[src/rtl/uart_rx_byte.sv]
// 8N1 UART receiver, LSB first: start-bit qualification, mid-bit sampling,
// stop-bit check and a valid/ready byte output with frame-error and overrun pulses.
module uart_rx_byte #(
  parameter int unsigned CLKS_PER_BIT = 234
) (
  input  logic       clk,
  input  logic       rst,
  input  logic       uart_rx,
  output logic [7:0] rx_data,
  output logic       rx_valid,
  input  logic       rx_ready,
  output logic       frame_err,
  output logic       overrun
);

  localparam int unsigned HALF_BIT = CLKS_PER_BIT / 2;
  localparam int unsigned CntW     = (CLKS_PER_BIT > 1) ? $clog2(CLKS_PER_BIT) : 1;

  localparam logic [CntW-1:0] CntBitEnd  = CntW'(CLKS_PER_BIT - 1);
  localparam logic [CntW-1:0] CntHalfEnd = CntW'(HALF_BIT - 1);

  typedef enum logic [2:0] {
    StIdle,
    StStart,
    StData,
    StStop,
    StWaitHigh
  } state_e;

  state_e          state_q;
  logic [CntW-1:0] cnt_q;
  logic [2:0]      bit_idx_q;
  logic [7:0]      shreg_q;
  logic            rx_meta_q;
  logic            rx_s_q;

  // Two-flop synchroniser; reset to the idle (high) line level.
  always_ff @(posedge clk) begin
    if (rst) begin
      rx_meta_q <= 1'b1;
      rx_s_q    <= 1'b1;
    end else begin
      rx_meta_q <= uart_rx;
      rx_s_q    <= rx_meta_q;
    end
  end

  always_ff @(posedge clk) begin
    if (rst) begin
      state_q   <= StIdle;
      cnt_q     <= '0;
      bit_idx_q <= '0;
      shreg_q   <= '0;
      rx_data   <= '0;
      rx_valid  <= 1'b0;
      frame_err <= 1'b0;
      overrun   <= 1'b0;
    end else begin
      frame_err <= 1'b0;
      overrun   <= 1'b0;
      // A byte loaded later in this block overrides this clear.
      if (rx_valid && rx_ready) begin
        rx_valid <= 1'b0;
      end

      unique case (state_q)
        StIdle: begin
          cnt_q <= '0;
          if (!rx_s_q) begin
            state_q <= StStart;
          end
        end

        StStart: begin
          if (cnt_q == CntHalfEnd) begin
            cnt_q <= '0;
            if (!rx_s_q) begin
              state_q   <= StData;
              bit_idx_q <= '0;
            end else begin
              state_q <= StIdle;
            end
          end else begin
            cnt_q <= cnt_q + CntW'(1);
          end
        end

        StData: begin
          if (cnt_q == CntBitEnd) begin
            cnt_q   <= '0;
            shreg_q <= {rx_s_q, shreg_q[7:1]};
            if (bit_idx_q == 3'd7) begin
              state_q <= StStop;
            end else begin
              bit_idx_q <= bit_idx_q + 3'd1;
            end
          end else begin
            cnt_q <= cnt_q + CntW'(1);
          end
        end

        StStop: begin
          if (cnt_q == CntBitEnd) begin
            cnt_q <= '0;
            if (rx_s_q) begin
              if (!rx_valid || rx_ready) begin
                rx_data  <= shreg_q;
                rx_valid <= 1'b1;
              end else begin
                overrun <= 1'b1;
              end
              state_q <= StIdle;
            end else begin
              frame_err <= 1'b1;
              state_q   <= StWaitHigh;
            end
          end else begin
            cnt_q <= cnt_q + CntW'(1);
          end
        end

        // Hold off until the line returns high so a break is not read as a start.
        StWaitHigh: begin
          cnt_q <= '0;
          if (rx_s_q) begin
            state_q <= StIdle;
          end
        end

        default: begin
          state_q   <= StIdle;
          cnt_q     <= '0;
          bit_idx_q <= '0;
        end
      endcase
    end
  end

endmodule

[config.mk]
export PLATFORM = sky130hd
export DESIGN_NAME = uart_rx_byte
export DESIGN_NICKNAME = d
export VERILOG_FILES = /design/src/rtl/uart_rx_byte.sv
export SDC_FILE = /design/constraint.sdc
export NUM_CORES = 1
export LEC_CHECK = 0
export ABC_AREA = 1
export CORE_ASPECT_RATIO = 0.6
export CORE_UTILIZATION = 40
export CTS_CLUSTER_DIAMETER = 100
export CTS_CLUSTER_SIZE = 24
export DETAILED_ROUTE_END_ITERATION = 7
export DONT_BUFFER_PORTS = 1
export GPL_TIMING_DRIVEN = 0
export PLACE_DENSITY_LB_ADDON = 0.25
export SETUP_SLACK_MARGIN = 0.05
export SYNTH_ARGS = -nofsm -noshare
export SYNTH_HDL_FRONTEND = slang
export SYNTH_SLANG_ARGS = --single-unit
[constraint.sdc]
create_clock -name clk -period 1.6 [get_ports clk]
set_clock_uncertainty 0.2 [all_clocks]
set_input_delay 0.16 -clock clk [delete_from_list [all_inputs] [get_ports clk]]
set_output_delay 0.16 -clock clk [all_outputs]
set_load 0.01 [all_outputs]
Word level (Yosys, flattened, before mapping)
Index checks and enable logic that the tools add are counted.

Bits in latches: 0. Output and inout bits: 11. Logic and storage cells: 67. Memories kept: 0. Input bits: 4. Memory bits (read-only): 0. Memory bits (writable): 0. Bits in registers: 35.

Bitwise logic cells: 4. Shifts and indexed selects: 0. Reductions and logical operators: 12. Magnitude comparators: 0. Divide/modulo/power cells: 0. Add/sub/neg operators: 2. Muxes and demuxes: 24. Equality and inequality tests: 15. Multipliers: 0.

Operators with widths (number): $mux W3 (11); $mux W8 (2); $ne A2 B2 Y1 const B (8); $pmux W8 S2 (1); $pmux W3 S5 (1); $pmux W3 S3 (1); $add A8 B1 Y8 const B (1); $eq A8 B7 Y1 const B (1); $eq A8 B8 Y1 const B (1); $mux W1 (7); $eq A3 B2 Y1 const B (2); $eq A3 B3 Y1 const B (2); $reduce_and A6 Y1 (1); $reduce_or A3 Y1 (2); $reduce_and A5 Y1 (1); $not A1 Y1 (4); $reduce_and A4 Y1 (1); $reduce_or A4 Y1 (1); $add A3 B1 Y3 const B (1); $eq A3 B1 Y1 const B (1); $logic_not A3 Y1 (1); $mux W2 (1); $reduce_and A2 Y1 (1); $reduce_or A2 Y1 (1); other kinds (3) (3).

Logic depth before layout (Yosys ltp)
Depth in word-level cells: 6. Gate-level depth with buffers: 11. Gate-level depth less buffers: 11.

Worst setup path before layout
No wires, ideal clock.

Path kind: register to register. From: reg cnt_q[1]. To: reg shreg_q[7]. Stages on the path, launching flop included: 11. Buffers on the path: 1. Slack: 0.053 ns. Required time: 1.281 ns. Setup time: 0.119 ns. Period minus slack after synthesis: 1.547 ns. Data arrival time: 1.228 ns. Cells stage by stage: dfxtp_1 > inv_1 > ha_1 > nand2_1 > nor2_2 > nand2_2 > inv_4 > nand2_4 > buf_6 > o21ai_0 > a21oi_1.

Word-level cells in the longest chain between the ends: 2.

RTL lines: start, declared (RTL line 31) `logic [CntW-1:0] cnt_q;`; start signal, assigned (RTL line 84) `cnt_q <= cnt_q + CntW'(1);`; start signal, assigned (RTL line 98) `cnt_q <= cnt_q + CntW'(1);`; start signal, assigned (RTL line 118) `cnt_q <= cnt_q + CntW'(1);`; $eq A8 B8 Y1 (RTL line 89) `if (cnt_q == CntBitEnd) begin`; $reduce_and A2 Y1 (no line); end signal, assigned (RTL line 91) `shreg_q <= {rx_s_q, shreg_q[7:1]};`; end, declared (RTL line 33) `logic [7:0] shreg_q;`.

Every way passes these cells. A chain may end at the register's enable or synchronous reset.

Worst setup path in the final report
From: reg cnt_q[1]. To: reg rx_data[7].

Word-level cells in the longest chain between the ends: 2.

RTL lines: $eq A8 B8 Y1 (RTL line 103) `if (cnt_q == CntBitEnd) begin`; $reduce_and A4 Y1 (no line); end signal, assigned (RTL line 107) `rx_data <= shreg_q;`; end, declared (RTL line 9) `output logic [7:0] rx_data,`.

Every way passes these cells.

==> summary.md <==
| Metric | Value |
|---|---|
| CP max FO | 8 |
| Hold crit path type | reg -> reg |
| Syn_nets | around 220 |
| Root buf cell | clkbuf_8 |
| Synthesized cell area | between 1500 and 2000 um2 |
| Status | finished with violations |
| Placed cell area | roughly 1700 um2 |
| Final Instance Area | around 2100 um2 |
| YS warnings | 0 |
| First-pass GRT wire length | 5280 um |
| Top cells by area, synth | dfxtp_1, inv_1, a21oi_1 |
| Clk_lat worst skew | approximately 290 ps |
| Critical path capture point type | register |
| Residual DRC | 6 |
| Met3 Routed Length | 159 um |
| Top_reg_cell synth | dfxtp_1 |
| Clock Sinks | 35 |
| Antenna Nets Post-Route | 0 |
| Worst vdd ir | between 0.0006 and 0.0007 V |
| Top cells by count, synth | dfxtp_1, inv_1, nand2_1 |
| Post-synth ARST share | 0% |
| Crit start category | register |
| Fill cells | 350 |
| Synth area leader | dfxtp_1 |
| Setup Viol. Count Final | 0 |
| Clock transition at path regs | approximately 80 ps |
| Die Ht | ~51 um |
| CTS tree | done |
| Initial Util | a little over two fifths |
| Largest net degree at the start of global routing | 13 |
| Max-Cap Viols | 0 |
| Fmax | ~0.63 GHz |
| Initial antenna violation count | 0 |
| Worst slack, placed | -97.2 ps |
| Post-route clock period utilization | around 99% |
| CTS Buf Count | 5 |
| Netlist cell types | 25 |
| H-tree Lvls | 2 |
| WL met1 | roughly 1800 um |
| Most frequent cell after synthesis | dfxtp_1 |
| Wire length per cell | 11.6 um |
| Worst path cell trace | inv_4 > ha_4 > nand2_2 > nor2_4 > nand2_4 > inv_6 > nand3_4 > buf_6 > o21ai_2 > a21oi_1 |
| Worst path bufs/invs | 3 |
| IO Count | 15 |
| Failing checks | DRC |
| Nets | 240 |
| Total wire length | ~3200 um |
| Wire length on met2 | around 1200 um |
| Number of global-route vias before repair | ~1200 |
| Crit path required time | 1590 ps |
| Worst hold slack | 211 ps |
| Port Buffer Count | 0 |
| Iter 0 DRT Violations | between 60 and 70 |
| Crit Path Class | reg -> reg |
| DIE WIDTH | approximately 84 um |
| Final WS setup | 11.3 ps |
| Rows | 17 |
| Min Tclk post-route | 1590 ps |
| Dpl hpwl | roughly 2100 um |
| Syn-to-layout area delta | 28.3% |
| Fin. max-slew vios | 0 |
| Via count | around 1300 |
| Sequential area share after synthesis | between 40% and 50% |
| Final hold vios | 0 |
| Yosys top cell area share | 43.3% |
| Worst-margin pin slew | between 500 and 600 ps |
| Syn Area/Cell | between 7 and 8 um2 |
| Initial DRT Pass Iterations | 6 |
| Core area | 3760 um2 |
| Flops & latches, synth | 35 |
| Synthesized instance count | between 200 and 250 |
| Gr usage total | between 15 and 20% |
| Max incr delay on CP | approximately 340 ps |
| Rel. slew slack | between 60% and 70% |
| EDFF count, synth | 0 |
| N_diodes | 0 |
| Via density | 4.68 |
| Worst path slowest cell | dfxtp_2 |
| Pwr/cell area | 1300 nW/um2 |
| Setup TNS | 0 ps |
| Die ar. | approximately 4300 um2 |
| Max Used Layer | met4 |
| Routability cong. | about 0.90 |
| Worst-case clock buffer depth | 2 |
| Multi-input gate area | 938 um2 |
| P_leak | ~0.00077 uW |
| Total congestion overflow | 0 |
| CP delay by family, top | simple AND/OR/NAND/NOR gates |
| RSZ-0062 raised after global routing | true |
| Share of post-route cells with drive strength above 1 | between 30% and 40% |
| Seq. cell area | around 710 um2 |
| Tot Pwr | 2700 uW |
| Crit path DAT | around 1600 ps |
[kinds of logic after synthesis]
logic type / Yosys count / share of synthesized area [%]
buffers and inverters: 43 / 11.1
AO/OA/AOI/OAI: 39 / 12.5
adder cells (fa/ha/maj): 5 / 3.87
XOR/XNOR: 5 / 2.71
AND/OR/NAND/NOR: 88 / 26.5
flip-flops: 35 / 43.3
[final timing paths]
path / to / slack, ps / cells past startpoint / from
max: rx_data[7] / 10 / 10 / cnt_q[1]
min: rx_s_q / 210 / 1 / rx_meta_q
max reg2reg: rx_data[7] / 10 / 10 / cnt_q[1]
min reg2reg: rx_s_q / 210 / 1 / rx_meta_q
[power by group]
group | leakage [uW] | switching (uW) | internal (uW)
sequential | 0.000287 | 87.3 | 943
clock | 0.0000402 | 339 | 303
combinational | 0.000442 | 643 | 381
total | 0.000769 | 1070 | 1630
[worst reg2reg max path, cell delays in order, from the launching register on]
cell	delay, ps
dfxtp_2	340
inv_4	70
ha_4	130
nand2_2	60
nor2_4	100
nand2_4	90
inv_6	90
nand3_4	100
buf_6	160
o21ai_2	100
a21oi_1	50
[area by class of cell]
type,instances,area share (%)
Buffer,4,1.57
Clock buffer,5,3.32
Clock inverter,3,0.964
Inverter,39,8.02
Multi-Input combinational cell,137,45.2
Sequential cell,35,34.3
Tap cell,47,2.83
Timing Repair Buffer,9,3.80
[registers in the layout, indices dropped and copies added (netlist names)]
name       flops
cnt_q          8
rx_data        8
shreg_q        8
bit_idx_q      3
state_q        3
frame_err      1
overrun        1
rx_meta_q      1
rx_s_q         1
rx_valid       1
[routing by layer]
layer	vias to the layer above	GRT usage [%]
met3	6	5.49
met5	-	0
li1	704	-
met4	0	9.48
met1	571	23.4
met2	25	21.0
[cells in the final DEF (no fill, tap or decap), types with 3 or more instances in the layout]
master,count
dlygate4sd3_1,3
nand2_4,5
inv_1,30
buf_6,3
a21oi_2,8
dfxtp_2,6
nor2_4,4
inv_2,3
a21oi_1,15
buf_4,5
o21ai_0,7
dfxtp_1,28
nor2_2,9
nand3_1,8
clkbuf_8,5
o21ai_2,3
inv_4,4
nor2_1,17
o21ai_1,6
xnor2_1,3
ha_4,4
nand2_1,24
nand2_2,9
[per-stage QoR]
| step | std cells | util (%) |
|---|---|---|
| after floorplan | 215 | - |
| after global placement | 262 | 44.5 |
| after detailed placement | 262 | 44.5 |
| after CTS | 277 | 49.4 |
| after global routing | 279 | 55.1 |
| final | 279 | 55.1 |
[repair_timing]
action	CTS	global route
hold endpoints to repair	15	0
hold buffers	3	0
buffers inserted	2	2
gates resized for setup	16	63
endpoints found under the setup margin	30	30
pin swaps	9	14
gates cloned	2	0
Note: power is estimated with default switching activity, not from simulation.
